**src/rtl/rgb_pkg.sv**
```systemverilog
// Shared RGB LED controller definitions: channel ordering inside an LED and
// default widths. The Wishbone register file imports the same package.
package rgb_pkg;

    localparam int CH_B       = 0;
    localparam int CH_G       = 1;
    localparam int CH_R       = 2;
    localparam int CH_PER_LED = 3;

    localparam int DEF_CNT_W = 16;
    localparam int DEF_PRE_W = 8;

    // Flat channel index of colour k on LED led.
    function automatic int ch_idx(input int led, input int k);
        return led * CH_PER_LED + k;
    endfunction

endpackage

```
**src/rtl/rgb_pwm_engine_if.sv**
```systemverilog
// Register-file to PWM-engine bundle: live configuration in, LED drive and status out.
interface rgb_pwm_engine_if #(
    parameter int NUM_LEDS = 2,
    parameter int CNT_W    = 16,
    parameter int PRE_W    = 8
);

    logic                         i_run;
    logic [PRE_W-1:0]             i_prescale;
    logic [CNT_W-1:0]             i_period;
    logic [NUM_LEDS*3*CNT_W-1:0]  i_duty;
    logic [NUM_LEDS-1:0]          i_led_en;
    logic                         i_load;
    logic [NUM_LEDS*3-1:0]        o_led;
    logic                         o_period_end;
    logic                         o_pending;

    modport master (
        output i_run, i_prescale, i_period, i_duty, i_led_en, i_load,
        input  o_led, o_period_end, o_pending
    );

    modport slave (
        input  i_run, i_prescale, i_period, i_duty, i_led_en, i_load,
        output o_led, o_period_end, o_pending
    );

endinterface

```
**src/rtl/rgb_pwm_cmp.sv**
```systemverilog
// One PWM channel: duty shadow register, compare against the shared counter,
// and the registered LED drive.
module rgb_pwm_cmp #(
    parameter int CNT_W = 16
) (
    input  logic             i_clk,
    input  logic             i_rst,
    input  logic             i_ld,
    input  logic [CNT_W-1:0] i_duty,
    input  logic [CNT_W-1:0] i_cnt,
    input  logic             i_en,
    input  logic             i_run,
    output logic             o_led
);

    logic [CNT_W-1:0] duty_sh_q, duty_sh_d;
    logic             led_q, led_d;

    always_comb begin
        duty_sh_d = i_ld ? i_duty : duty_sh_q;
        // duty above the period keeps the compare true for the whole period
        led_d     = i_run && i_en && (i_cnt < duty_sh_q);
    end

    always_ff @(posedge i_clk or negedge i_rst) begin
        if (!i_rst) begin
            duty_sh_q <= '0;
            led_q     <= 1'b0;
        end else begin
            duty_sh_q <= duty_sh_d;
            led_q     <= led_d;
        end
    end

    assign o_led = led_q;

endmodule

```
**src/rtl/rgb_pwm_engine.sv**
```systemverilog
// Multi-LED PWM engine: shared prescaler and period counter, shadowed
// period/enable, and one compare channel per colour.
module rgb_pwm_engine
    import rgb_pkg::*;
#(
    parameter int NUM_LEDS = 2,
    parameter int CNT_W    = DEF_CNT_W,
    parameter int PRE_W    = DEF_PRE_W
) (
    input  logic           i_clk,
    input  logic           i_rst,
    rgb_pwm_engine_if.slave bus
);

    localparam int NUM_CH = NUM_LEDS * CH_PER_LED;

    logic [PRE_W-1:0]    pre_cnt_q, pre_cnt_d;
    logic [CNT_W-1:0]    cnt_q, cnt_d;
    logic [CNT_W-1:0]    per_sh_q, per_sh_d;
    logic [NUM_LEDS-1:0] en_sh_q, en_sh_d;
    logic                pending_q, pending_d;
    logic                period_end_q, period_end_d;
    logic                tick, wrap, sh_ld;
    logic [NUM_CH-1:0]   led;

    always_comb begin
        pre_cnt_d    = '0;
        cnt_d        = '0;
        pending_d    = 1'b0;
        period_end_d = 1'b0;
        sh_ld        = 1'b0;
        tick         = bus.i_run && (pre_cnt_q == bus.i_prescale);
        // >= also catches a shadow period that shrank below the running count
        wrap         = tick && (cnt_q >= per_sh_q);

        if (!bus.i_run) begin
            // idle: counters parked at zero, writes land in the shadows at once
            sh_ld = bus.i_load;
        end else begin
            pre_cnt_d    = tick ? '0 : pre_cnt_q + PRE_W'(1);
            if (wrap)
                cnt_d = '0;
            else if (tick)
                cnt_d = cnt_q + CNT_W'(1);
            else
                cnt_d = cnt_q;
            sh_ld        = wrap && (pending_q || bus.i_load);
            pending_d    = !sh_ld && (pending_q || bus.i_load);
            period_end_d = wrap;
        end

        per_sh_d = sh_ld ? bus.i_period   : per_sh_q;
        en_sh_d  = sh_ld ? bus.i_led_en   : en_sh_q;
    end

    always_ff @(posedge i_clk or negedge i_rst) begin
        if (!i_rst) begin
            pre_cnt_q    <= '0;
            cnt_q        <= '0;
            per_sh_q     <= '0;
            en_sh_q      <= '0;
            pending_q    <= 1'b0;
            period_end_q <= 1'b0;
        end else begin
            pre_cnt_q    <= pre_cnt_d;
            cnt_q        <= cnt_d;
            per_sh_q     <= per_sh_d;
            en_sh_q      <= en_sh_d;
            pending_q    <= pending_d;
            period_end_q <= period_end_d;
        end
    end

    for (genvar c = 0; c < NUM_CH; c++) begin : g_ch
        rgb_pwm_cmp #(
            .CNT_W (CNT_W)
        ) u_cmp (
            .i_clk  (i_clk),
            .i_rst  (i_rst),
            .i_ld   (sh_ld),
            .i_duty (bus.i_duty[c*CNT_W +: CNT_W]),
            .i_cnt  (cnt_q),
            .i_en   (en_sh_q[c / CH_PER_LED]),
            .i_run  (bus.i_run),
            .o_led  (led[c])
        );
    end

    assign bus.o_led        = led;
    assign bus.o_period_end = period_end_q;
    assign bus.o_pending    = pending_q;

endmodule
```
**src/flat_wrapper.sv**
```systemverilog
// flat-port wrapper written by rule: the top's interface ports become plain ports
module rgb_pwm_engine_flat import rgb_pkg::*;
#(
    parameter int NUM_LEDS = 2,
    parameter int CNT_W    = DEF_CNT_W,
    parameter int PRE_W    = DEF_PRE_W
)
  (i_clk, i_rst, bus_i_run, bus_i_prescale, bus_i_period, bus_i_duty, bus_i_led_en, bus_i_load, bus_o_led, bus_o_period_end, bus_o_pending);
  rgb_pwm_engine_if #(.NUM_LEDS(NUM_LEDS), .CNT_W(CNT_W), .PRE_W(PRE_W)) bus_i ();
  input  logic i_clk;
  input  logic i_rst;
  input wire logic [$bits(bus_i.i_run)-1:0] bus_i_run;
  input wire logic [$bits(bus_i.i_prescale)-1:0] bus_i_prescale;
  input wire logic [$bits(bus_i.i_period)-1:0] bus_i_period;
  input wire logic [$bits(bus_i.i_duty)-1:0] bus_i_duty;
  input wire logic [$bits(bus_i.i_led_en)-1:0] bus_i_led_en;
  input wire logic [$bits(bus_i.i_load)-1:0] bus_i_load;
  output wire logic [$bits(bus_i.o_led)-1:0] bus_o_led;
  output wire logic [$bits(bus_i.o_period_end)-1:0] bus_o_period_end;
  output wire logic [$bits(bus_i.o_pending)-1:0] bus_o_pending;
  assign bus_i.i_run = bus_i_run;
  assign bus_i.i_prescale = bus_i_prescale;
  assign bus_i.i_period = bus_i_period;
  assign bus_i.i_duty = bus_i_duty;
  assign bus_i.i_led_en = bus_i_led_en;
  assign bus_i.i_load = bus_i_load;
  assign bus_o_led = bus_i.o_led;
  assign bus_o_period_end = bus_i.o_period_end;
  assign bus_o_pending = bus_i.o_pending;
  rgb_pwm_engine #(.NUM_LEDS(NUM_LEDS), .CNT_W(CNT_W), .PRE_W(PRE_W)) u_core (.i_clk(i_clk), .i_rst(i_rst), .bus(bus_i));
endmodule
```
**config.mk**
```make
export PLATFORM = sky130hd
export DESIGN_NAME = rgb_pwm_engine_flat
export DESIGN_NICKNAME = d
export VERILOG_FILES = /design/src/rtl/rgb_pkg.sv /design/src/rtl/rgb_pwm_engine_if.sv /design/src/rtl/rgb_pwm_cmp.sv /design/src/rtl/rgb_pwm_engine.sv /design/src/flat_wrapper.sv
export SDC_FILE = /design/constraint.sdc
export NUM_CORES = 1
export LEC_CHECK = 0
export BUFFER_PORTS_ARGS = -buffer_cell sky130_fd_sc_hd__buf_2
export CELL_PAD_IN_SITES_DETAIL_PLACEMENT = 0
export CELL_PAD_IN_SITES_GLOBAL_PLACEMENT = 1
export CORE_MARGIN = 2
export CORE_UTILIZATION = 44
export DETAILED_ROUTE_END_ITERATION = 10
export GPL_TIMING_DRIVEN = 1
export HOLD_SLACK_MARGIN = 0.06
export PLACE_DENSITY = 0.88
export SLEW_MARGIN = 5
export SYNTH_ARGS = -nofsm -noshare
export SYNTH_HDL_FRONTEND = slang
export SYNTH_HIERARCHICAL = 1
export SYNTH_SLANG_ARGS = --single-unit
export TNS_END_PERCENT = 5
```
**constraint.sdc**
```tcl
create_clock -name i_clk -period 5 [get_ports i_clk]
set_clock_uncertainty 0.05 [all_clocks]
set_input_delay 0.75 -clock i_clk [delete_from_list [all_inputs] [get_ports i_clk]]
set_output_delay 0.75 -clock i_clk [all_outputs]
set_load 0.02 [all_outputs]
```
==> metrics.cfg, run 1 <==
[outcome]
result_of_the_run = completed

[setup_path]
setup_crit_start_kind = register
critical_path.top_delay_family = compound AO/OA/AOI/OAI gates
critical_path_peak_fanout = 87
worst_ep_required_time_ns = 5.26
cpPeakStageDelay_ns = 0.64
crit_buf_inv = 3
critPathSlowestCell = sky130_fd_sc_hd__o22ai_4
worstReg2RegEnd = u_core/g_ch[0].u_cmp/duty_sh_q[9]
setup.worst_path.end_class = register
cp_cell_sequence = inv_1 -> ha_1 -> nand2b_1 -> a2111oi_0 -> or4b_4 -> a31oi_4 -> o22ai_4 -> inv_4 -> buf_4 -> o21ai_0
crit-reg2reg-launch = u_core/cnt_q[0]
criticalPathCategory = register to register
worst_ep_arrival_time_ns = 4.10
worst-r2r-setup-slack_ns = 1.16
r2r.worst_path.cells = 10

[finish]
antenna-diode-count = 0
nFillCells = 1702
design.final.nets = 1225
share_of_cells_above_drive_strength_1 = 0.220
area_delta_synth_final_pct = 19.2

[detailed_routing]
initialDrtViolationCount = 345
route.vias.total = 6408
viasPerCell = 5.18
drt_drc_violations_left = 0
routed_wire_length_per_instance_um = 16.5
ant_nets = 0
wirelength_mm = 20.5
firstDrtPassIters = 5

[place]
port_buffers = 133
gp_routability_congestion = 0.814
dp_hpwl_mm = 14.4

[cts]
cts_max_path_buffers = 2
cts-htree-levels = 4
post-cts-setup-buffers = 0
clock_sinks = 146
clock_insertion_delay_worst_skew_ns = 0.43
numCtsBuffers = 17
clkTransAtPathRegs_ns = 0.06
clock_tree.root_cell = sky130_fd_sc_hd__clkbuf_16
tritoncts_clock_tree = yes
hold_buffers = 0
cts-resized-gates = 0

[pwr]
vdd.ir_drop.worst_mv = 0.256
power_density_nw_per_um2 = 339
cellLeakagePower_nw = 5.24

[sta]
worst_pin_slew_ns = 0.871
final-hold-violation-count = 0
fmaxAchievable_mhz = 261
slew_margin_rel = 0.419
final.setup.tns_ns = 0
final-setup-viol-count = 0
final.min_clock_period_ns = 3.84
whs_ns = 0.221
fin_crit_sh = 0.767
drv_slew = 0
setup_repair_after_global_routing_missed_its_margin = false

[floorplanning]
core-area_sq_um = 18600
top_level_ports = 134
row_count = 50
die_h_um = 142
floorplan.initialDensity = 0.447
die_area_sq_um = 20000
die_x_um = 142

[synth]
syn_inst = 851
postSynthRegisterBits = 146
synth.distinct_cells = 47
synth_ff_type = sky130_fd_sc_hd__dfrtp_1
synth-edff-count = 0
synthesized_area_divided_by_synthesized_cell_count_sq_um = 9.79
yosysWarnings = 6
post_synthesis_net_count = 1085
synth_area_sq_um = 8330
seq_area_frac_synth = 0.439
synth-async-reset-ratio = 1.00

[global_route]
antenna_violations_before_repair = 0
final_global_route_overflow_total = 0
pin_count_of_the_biggest_net_entering_global_routing = 88
first_global_vias = 6378
first_pass_grt_wire_length_mm = 32.9
gr-usage-all-layers = 0.214

[worst_hold_path]
hold_path.class = input port to async pin

[run]
drv.max_cap_violation_count = 0

## metal layers
metal  wire [um]  vias up  GRT usage
li1            -     3219          -
met1        9580     2995      0.290
met2        9630      167      0.349
met3         892       27     0.0378
met4         354        0     0.0753
met5           0        -          0
## placed cells by master (no fill, tap or decap), drive strengths merged, types with 7 or more instances in the layout
cell	count
o21ai	105
a221o	7
and4	19
nor2	23
dfrtp	146
buf	145
ha	108
nand2	118
mux2	25
a21oi	33
inv	116
xor2	13
a21o	25
nand3	25
clkbuf	24
## worst max-delay path by stage
stage,to,depth (start not counted),slack (ns),startpoint
final,u_core/g_ch[0].u_cmp/duty_sh_q[9],10,1.16,u_core/cnt_q[0]
after global routing,u_core/g_ch[1].u_cmp/duty_sh_q[15],10,0.92,u_core/cnt_q[11]
after CTS,u_core/g_ch[0].u_cmp/duty_sh_q[9],10,1.15,u_core/cnt_q[0]
after detailed placement,u_core/g_ch[1].u_cmp/duty_sh_q[5],9,1.20,u_core/cnt_q[11]
after global placement,u_core/g_ch[0].u_cmp/duty_sh_q[12],9,1.27,u_core/cnt_q[11]
after floorplan,u_core/g_ch[0].u_cmp/duty_sh_q[4],11,1.88,u_core/cnt_q[13]
## cells in the mapped netlist, types with 7 or more instances
cell / instances / area share
sky130_fd_sc_hd__dfrtp_1: 146 / 0.44
sky130_fd_sc_hd__nand2_1: 118 / 0.053
sky130_fd_sc_hd__inv_1: 115 / 0.052
sky130_fd_sc_hd__ha_1: 108 / 0.16
sky130_fd_sc_hd__o21ai_0: 105 / 0.063
sky130_fd_sc_hd__a21oi_1: 33 / 0.020
sky130_fd_sc_hd__a21o_1: 25 / 0.023
sky130_fd_sc_hd__nand3_1: 25 / 0.015
sky130_fd_sc_hd__nor2_1: 23 / 0.010
sky130_fd_sc_hd__clkbuf_1: 20 / 0.0090
sky130_fd_sc_hd__mux2_2: 16 / 0.022
sky130_fd_sc_hd__and4_1: 14 / 0.015
sky130_fd_sc_hd__xor2_1: 13 / 0.014
sky130_fd_sc_hd__mux2_4: 9 / 0.016
sky130_fd_sc_hd__a221o_1: 7 / 0.0084
## layout make-up
type	instances	area (sq um)	area share
timing repair buffer	145	762	0.0767
multi-input combinational	566	4140	0.417
inverter	115	434	0.0437
clock inverter	7	145	0.0146
sequential	146	3650	0.368
tap	234	293	0.0295
clock buffer	24	502	0.0505
## power breakdown
group | internal (mW) | switching, mW | leakage (nW)
Combinational | 0.241 | 0.317 | 3.10
Clock | 0.902 | 0.488 | 0.313
Sequential | 1.35 | 0.0688 | 1.83
## flip-flops by register name, summed over array words and instances, names as in the netlist
register                     flops
u_core/cnt_q                    16
u_core/g_ch.u_cmp/o_led          6
u_core/pre_cnt_q                 8
u_core/en_sh_q                   2
u_core/g_ch.u_cmp/duty_sh_q     96
u_core/per_sh_q                 16
u_core/bus.o_pending             1
u_core/bus.o_period_end          1
## worst register-to-register path, cell delays in order (launching register included)
cell,delay (ns)
sky130_fd_sc_hd__dfrtp_1,0.56
sky130_fd_sc_hd__inv_1,0.13
sky130_fd_sc_hd__ha_1,0.30
sky130_fd_sc_hd__nand2b_1,0.13
sky130_fd_sc_hd__a2111oi_0,0.42
sky130_fd_sc_hd__or4b_4,0.23
sky130_fd_sc_hd__a31oi_4,0.10
sky130_fd_sc_hd__o22ai_4,0.64
sky130_fd_sc_hd__inv_4,0.49
sky130_fd_sc_hd__buf_4,0.41
sky130_fd_sc_hd__o21ai_0,0.27
## logic make-up after synthesis
logic type,after synthesis,synth area share
muxes,30,0.0439
DFF,146,0.439
adders and majority gates,108,0.162
buffers and inverters,139,0.0643
AOI/OAI and AO/OA,202,0.152
xor gates and xnor gates,14,0.0147
and+or+nand+nor,212,0.124
## stage by stage
step,setup slack (ns),area (sq um),utilization,instances,power (mW)
2_1_floorplan,1.88,8330,-,851,1.78
4_1_cts,1.15,9930,0.533,1237,3.40
5_1_grt,0.915,9930,0.533,1237,3.55
3_5_place_dp,1.20,9280,0.498,1206,2.00
3_3_place_gp,1.27,9280,0.498,1206,1.97
6_report,1.16,9930,0.533,1237,3.37
Note: power is estimated with default switching activity, not from simulation.
==> inputs of run 2 (changes only) <==
--- a/config.mk
+++ b/config.mk
@@ -9,11 +9,11 @@
 export CELL_PAD_IN_SITES_DETAIL_PLACEMENT = 0
 export CELL_PAD_IN_SITES_GLOBAL_PLACEMENT = 1
 export CORE_MARGIN = 2
-export CORE_UTILIZATION = 44
+export CORE_UTILIZATION = 40
 export DETAILED_ROUTE_END_ITERATION = 10
 export GPL_TIMING_DRIVEN = 1
 export HOLD_SLACK_MARGIN = 0.06
-export PLACE_DENSITY = 0.88
+export PLACE_DENSITY = 0.85
 export SLEW_MARGIN = 5
 export SYNTH_ARGS = -nofsm -noshare
 export SYNTH_HDL_FRONTEND = slang
==> constraint.sdc (replaced) <==
create_clock -name i_clk -period 3.2 [get_ports i_clk]
set_clock_uncertainty 0.05 [all_clocks]
set_input_delay 0.48 -clock i_clk [delete_from_list [all_inputs] [get_ports i_clk]]
set_output_delay 0.48 -clock i_clk [all_outputs]
set_load 0.02 [all_outputs]
==> run 2 against run 1 <==
  * Register-to-register slack got worse by 0.85 ns
  * Global-route usage down 1.3 points
  * Wire length rose by 3.8%
  * Clock power up 49%
  * Sequential cell count unchanged
  * Critical path type unchanged
  * Largest cell class unchanged
  * Largest power group unchanged
==> metrics.cfg, run 2 (synthesis gave the netlist of run 1 again) <==
[sta]
final-setup-viol-count = 0
fin_crit_sh = 0.900
setup_repair_after_global_routing_missed_its_margin = false
final-hold-violation-count = 0
drv_slew = 0
fmaxAchievable_mhz = 347
worst_pin_slew_ns = 0.755
final.min_clock_period_ns = 2.88
final.setup.tns_ns = 0
slew_margin_rel = 0.497

[finish]
most-common-layout-cells = sky130_fd_sc_hd__dfrtp_1 (146), sky130_fd_sc_hd__buf_2 (132), sky130_fd_sc_hd__nand2_1 (118)
area_delta_synth_final_pct = 21.4
largest_register_by_flop_count = u_core/g_ch.u_cmp/duty_sh_q
registers_with_the_most_flip_flops = u_core/g_ch.u_cmp/duty_sh_q: 96 flops, u_core/cnt_q: 16 flops, u_core/per_sh_q: 16 flops
largest_register_ff_count = 96
final_design_area_no_fill_sq_um = 10100
design.final.nets = 1243
antenna-diode-count = 0
mostFrequentLayoutCell = sky130_fd_sc_hd__dfrtp_1
share_of_cells_above_drive_strength_1 = 0.235

[setup_path]
critical_path.top_delay_family = simple AND/OR/NAND/NOR gates
criticalPathCategory = register to register
r2r.worst_path.cells = 9
worst-r2r-setup-slack_ns = 0.32
crit-reg2reg-launch = u_core/cnt_q[0]
setup.worst_path.end_class = register
worstReg2RegEnd = u_core/cnt_q[14]
critPathSlowestCell = sky130_fd_sc_hd__a2111oi_0
worst_ep_arrival_time_ns = 3.16
cp_cell_sequence = inv_1 -> ha_1 -> nand2b_1 -> a2111oi_0 -> or4b_4 -> and4b_1 -> buf_4 -> a21oi_1 -> mux2i_1
setup_crit_start_kind = register
crit_buf_inv = 2
critical_path_peak_fanout = 14
worst_ep_required_time_ns = 3.48
cpPeakStageDelay_ns = 0.54

[cts]
clock_sinks = 146
clock_tree.root_cell = sky130_fd_sc_hd__clkbuf_16
clkTransAtPathRegs_ns = 0.06
cts-htree-levels = 4
tritoncts_clock_tree = yes
numCtsBuffers = 17
clock_insertion_delay_worst_skew_ns = 0.43
cts_max_path_buffers = 2
post-cts-setup-buffers = 0

[floorplanning]
die_h_um = 148
die_x_um = 148
die_area_sq_um = 22000
row_count = 52
top_level_ports = 134
core-area_sq_um = 20400
floorplan.initialDensity = 0.409

[place]
port_buffers = 133
dp_hpwl_mm = 15.2
gp_routability_congestion = 0.788
placed_inst_area_sq_um = 9490

[detailed_routing]
viasPerCell = 5.07
routed_wire_length_per_instance_um = 16.4
drt_drc_violations_left = 0
route.vias.total = 6544
firstDrtPassIters = 5
wirelength_mm = 21.2
ant_nets = 0
initialDrtViolationCount = 341

[worst_hold_path]
hold_start = bus_i_duty[4]
hold_path.class = input port to register
timing.hold.worst_endpoint = u_core/g_ch[0].u_cmp/duty_sh_q[4]
timing.hold.worst_path_depth = 3

[global_route]
first_global_vias = 6525
first_pass_grt_wire_length_mm = 33.9
gr-usage-all-layers = 0.201
antenna_violations_before_repair = 0
final_global_route_overflow_total = 0
pin_count_of_the_biggest_net_entering_global_routing = 64

[outcome]
result_of_the_run = completed

[run]
drv.max_cap_violation_count = 0

[pwr]
vdd.ir_drop.worst_mv = 0.336
power_density_nw_per_um2 = 510
cellLeakagePower_nw = 5.32

[run 2: cell count changes in the layout (fill, tap and decap cells not counted)]
cell	change
sky130_fd_sc_hd__buf_12	+3
sky130_fd_sc_hd__buf_4	+14
sky130_fd_sc_hd__bufinv_16	-1
sky130_fd_sc_hd__clkbuf_1	-1
sky130_fd_sc_hd__clkbuf_8	-3
sky130_fd_sc_hd__clkinv_2	+2
sky130_fd_sc_hd__clkinvlp_4	+4
sky130_fd_sc_hd__dlygate4sd3_1	+1
[run 2: tightest hold or removal path: stages]
cell and delay, ns:
sky130_fd_sc_hd__buf_2 0.07, sky130_fd_sc_hd__nand2_1 0.04, sky130_fd_sc_hd__o21ai_0 0.06
[run 2: report_power, final]
part / internal [mW] / switching [mW]
combinational: 0.384 / 0.494
clock: 1.27 / 0.800
sequential: 2.11 / 0.0953
total: 3.76 / 1.39
[run 2: worst max path at each step]
stage,cells past startpoint,end,from,slack [ns]
finish,9,u_core/cnt_q[14],u_core/cnt_q[0],0.32
detailed placement,8,u_core/cnt_q[14],bus_i_prescale[2],0.32
floorplan,11,u_core/g_ch[0].u_cmp/duty_sh_q[4],u_core/cnt_q[13],0.08
global placement,8,u_core/cnt_q[14],bus_i_prescale[2],0.33
CTS,9,u_core/g_ch[0].u_cmp/duty_sh_q[5],u_core/cnt_q[13],0.38
global route,11,u_core/g_ch[0].u_cmp/duty_sh_q[8],u_core/per_sh_q[13],0.19
[run 2: metrics by stage]
stage               hold WS, ns  instances  setup WS, ns  utilization  total power [mW]
floorplan                 0.134        851        0.0772            -              2.79
global placement          0.429       1259         0.333        0.466              3.08
detailed placement        0.428       1259         0.324        0.466              3.13
CTS                       0.190       1292         0.379        0.497              5.21
global route              0.202       1292         0.191        0.497              5.45
finish                    0.203       1292         0.319        0.497              5.15
[run 2: routing by layer]
metal / wire (um) / vias to the layer above / track usage / part of all wire
li1: - / 3259 / - / -
met1: 10100 / 3080 / 0.283 / 0.48
met2: 9560 / 175 / 0.315 / 0.45
met3: 1110 / 30 / 0.0387 / 0.052
met4: 409 / 0 / 0.0657 / 0.019
met5: 0 / - / 0 / 0
[run 2: repair_timing]
action                    4_1_cts  5_1_grt
hold buffers                    1        0
hold endpoints to repair       52        0
gates resized for setup         0        0
[run 2: cell type report]
class	count	area, sq um
timing repair buffer	163	937
sequential	146	3650
fill	1866	10200
clock buffer	20	457
multi-input combinational	566	4140
tap	270	338
clock inverter	12	155
inverter	115	434
==> inputs of run 3 (changes only) <==
--- a/config.mk
+++ b/config.mk
@@ -13,7 +13,7 @@
 export DETAILED_ROUTE_END_ITERATION = 10
 export GPL_TIMING_DRIVEN = 1
 export HOLD_SLACK_MARGIN = 0.06
-export PLACE_DENSITY = 0.85
+export PLACE_DENSITY_LB_ADDON = 0.1
 export SLEW_MARGIN = 5
 export SYNTH_ARGS = -nofsm -noshare
 export SYNTH_HDL_FRONTEND = slang
==> run 3 against run 2 <==
  * Via count is 2.8% lower
  * Worst hold slack better by 0.0078 ns
  * First-iteration DRC count rose by 4.7%
  * Sequential share of layout area hardly changed
  * Fmax fell by 1.7%
  * Sequential power about the same
  * Largest power group unchanged
==> metrics.cfg, run 3 (synthesis gave the netlist of run 1 again) <==
[detailed_routing]
routed-wl-met2_mm = 9.42
ant_nets = 0
routed_wire_length_per_instance_um = 16.6
met3_wirelength_um = 788
viasPerCell = 4.92
drt_drc_violations_left = 0
route.vias.total = 6358
wirelength_mm = 21.5
firstDrtPassIters = 4
topRoutingLayerUsed = met4
initialDrtViolationCount = 357
drt-met1-wl_mm = 11.0

[finish]
share_of_cells_above_drive_strength_1 = 0.237
instances_no_fill = 1293
utilization = 0.497
mostFrequentLayoutCell = sky130_fd_sc_hd__dfrtp_1
largest_register_ff_count = 96
largest_register_by_flop_count = u_core/g_ch.u_cmp/duty_sh_q
area_delta_synth_final_pct = 21.5
most-common-layout-cells = sky130_fd_sc_hd__dfrtp_1 (146), sky130_fd_sc_hd__buf_2 (132), sky130_fd_sc_hd__nand2_1 (118)
registers_with_the_most_flip_flops = u_core/g_ch.u_cmp/duty_sh_q: 96 flops, u_core/cnt_q: 16 flops, u_core/per_sh_q: 16 flops
design.final.nets = 1244
antenna-diode-count = 0

[setup_path]
worst_ep_arrival_time_ns = 3.18
criticalPathCategory = register to register
crit_buf_inv = 2
critical_path_peak_fanout = 17
setup.worst_path.end_class = register
cpPeakStageDelay_ns = 0.60
critical_path.top_delay_family = simple AND/OR/NAND/NOR gates
worst_ep_required_time_ns = 3.44
cp_cell_sequence = inv_1 -> ha_1 -> nand2b_1 -> a2111oi_0 -> or4b_4 -> and4b_1 -> buf_4 -> nand3_1 -> o21ai_0
critPathSlowestCell = sky130_fd_sc_hd__and4b_1
setup.worst_path.start = u_core/cnt_q[0]
crit-reg2reg-launch = u_core/cnt_q[0]
setup_crit_start_kind = register

[sta]
worst_pin_slew_ns = 0.793
drv_slew = 0
fmaxAchievable_mhz = 341
final-hold-violation-count = 0
whs_ns = 0.211
fin_crit_sh = 0.916
final.setup.tns_ns = 0
final.min_clock_period_ns = 2.93
slew_margin_rel = 0.471
setup_repair_after_global_routing_missed_its_margin = false
final-setup-viol-count = 0

[global_route]
antenna_violations_before_repair = 0
gr-usage-all-layers = 0.205
pin_count_of_the_biggest_net_entering_global_routing = 72
first_global_vias = 6337
first_pass_grt_wire_length_mm = 34.4
final_global_route_overflow_total = 0

[cts]
cts-resized-gates = 0
cts_max_path_buffers = 2
numCtsBuffers = 17
cts-htree-levels = 4
clock_tree.root_cell = sky130_fd_sc_hd__clkbuf_16
clock_insertion_delay_worst_skew_ns = 0.42
clkTransAtPathRegs_ns = 0.06
tritoncts_clock_tree = yes
clock_sinks = 146

[pwr]
net-switching-power_mw = 1.37
clock_power_share = 0.397
vdd.ir_drop.worst_mv = 0.358
cellLeakagePower_nw = 5.33
sequentialPowerShare = 0.433
p_comb_frac = 0.171
switching_share = 0.269
p_int_mw = 3.73
power_density_nw_per_um2 = 504
pnr_total_power_mw = 5.10

[floorplanning]
core-area_sq_um = 20400
top_level_ports = 134
floorplan.initialDensity = 0.409
die_area_sq_um = 22000
row_count = 52
die_x_um = 148
die_h_um = 148

[worst_hold_path]
hold_start = bus_i_duty[26]
hold_path.class = input port to register

[run]
drv.max_cap_violation_count = 0

[place]
port_buffers = 133
gp_routability_congestion = 0.754
dp_hpwl_mm = 15.1
place.detailed.instances = 1260

[outcome]
result_of_the_run = completed

-- run 3: worst paths after layout --
path                                                       to  slack [ns]  cells past startpoint
max in group asynchronous   u_core/g_ch[2].u_cmp/duty_sh_q[3]        1.82                      3
max                                          u_core/cnt_q[11]        0.27                      9
min in group asynchronous   u_core/g_ch[1].u_cmp/duty_sh_q[7]        0.50                      2
min                        u_core/g_ch[1].u_cmp/duty_sh_q[10]        0.21                      3
min reg2reg                 u_core/g_ch[2].u_cmp/duty_sh_q[0]        0.46                      1
max reg2reg                                  u_core/cnt_q[11]        0.27                      9
-- run 3: per-stage QoR --
stage                     worst slack, ns  instance area [sq um]
after global placement              0.283                   9500
after detailed placement            0.266                   9500
after floorplan                    0.0772                   8330
final                               0.268                  10100
after CTS                           0.251                  10100
after global routing               0.0362                  10100
-- run 3: repair_timing --
| item | in CTS | in global routing |
|---|---|---|
| hold endpoints to repair | 43 | 0 |
| hold buffers | 1 | 0 |
| setup buffers | 0 | 0 |
-- run 3: power groups by stage --
stage	sequential [mW]	combinational (mW)	clock, mW
after CTS	2.21	0.884	2.08
final	2.21	0.870	2.02
after detailed placement	2.24	0.879	0
after global placement	2.23	0.864	0
after floorplan	2.23	0.561	0
after global routing	2.23	1.02	2.15
-- run 3: tightest hold or removal path, cell delays in order --
cell and delay (ns):
sky130_fd_sc_hd__buf_2 0.08, sky130_fd_sc_hd__nand2_1 0.04, sky130_fd_sc_hd__o21ai_0 0.05
-- run 3: metal layers --
layer  vias to the layer above  track usage
met4                         0       0.0462
li1                       3248            -
met2                       128        0.312
met5                         -            0
met1                      2968        0.304
met3                        14       0.0377
-- run 3: layout make-up --
cell class              count  area (sq um)
well taps                 270           338
flip-flops and latches    146          3650
clock inverters             7          70.1
multi-input cells         566          4140
clock buffers              25           536
inverters                 115           434
repair buffers            164           945
fillers                  1927         10200
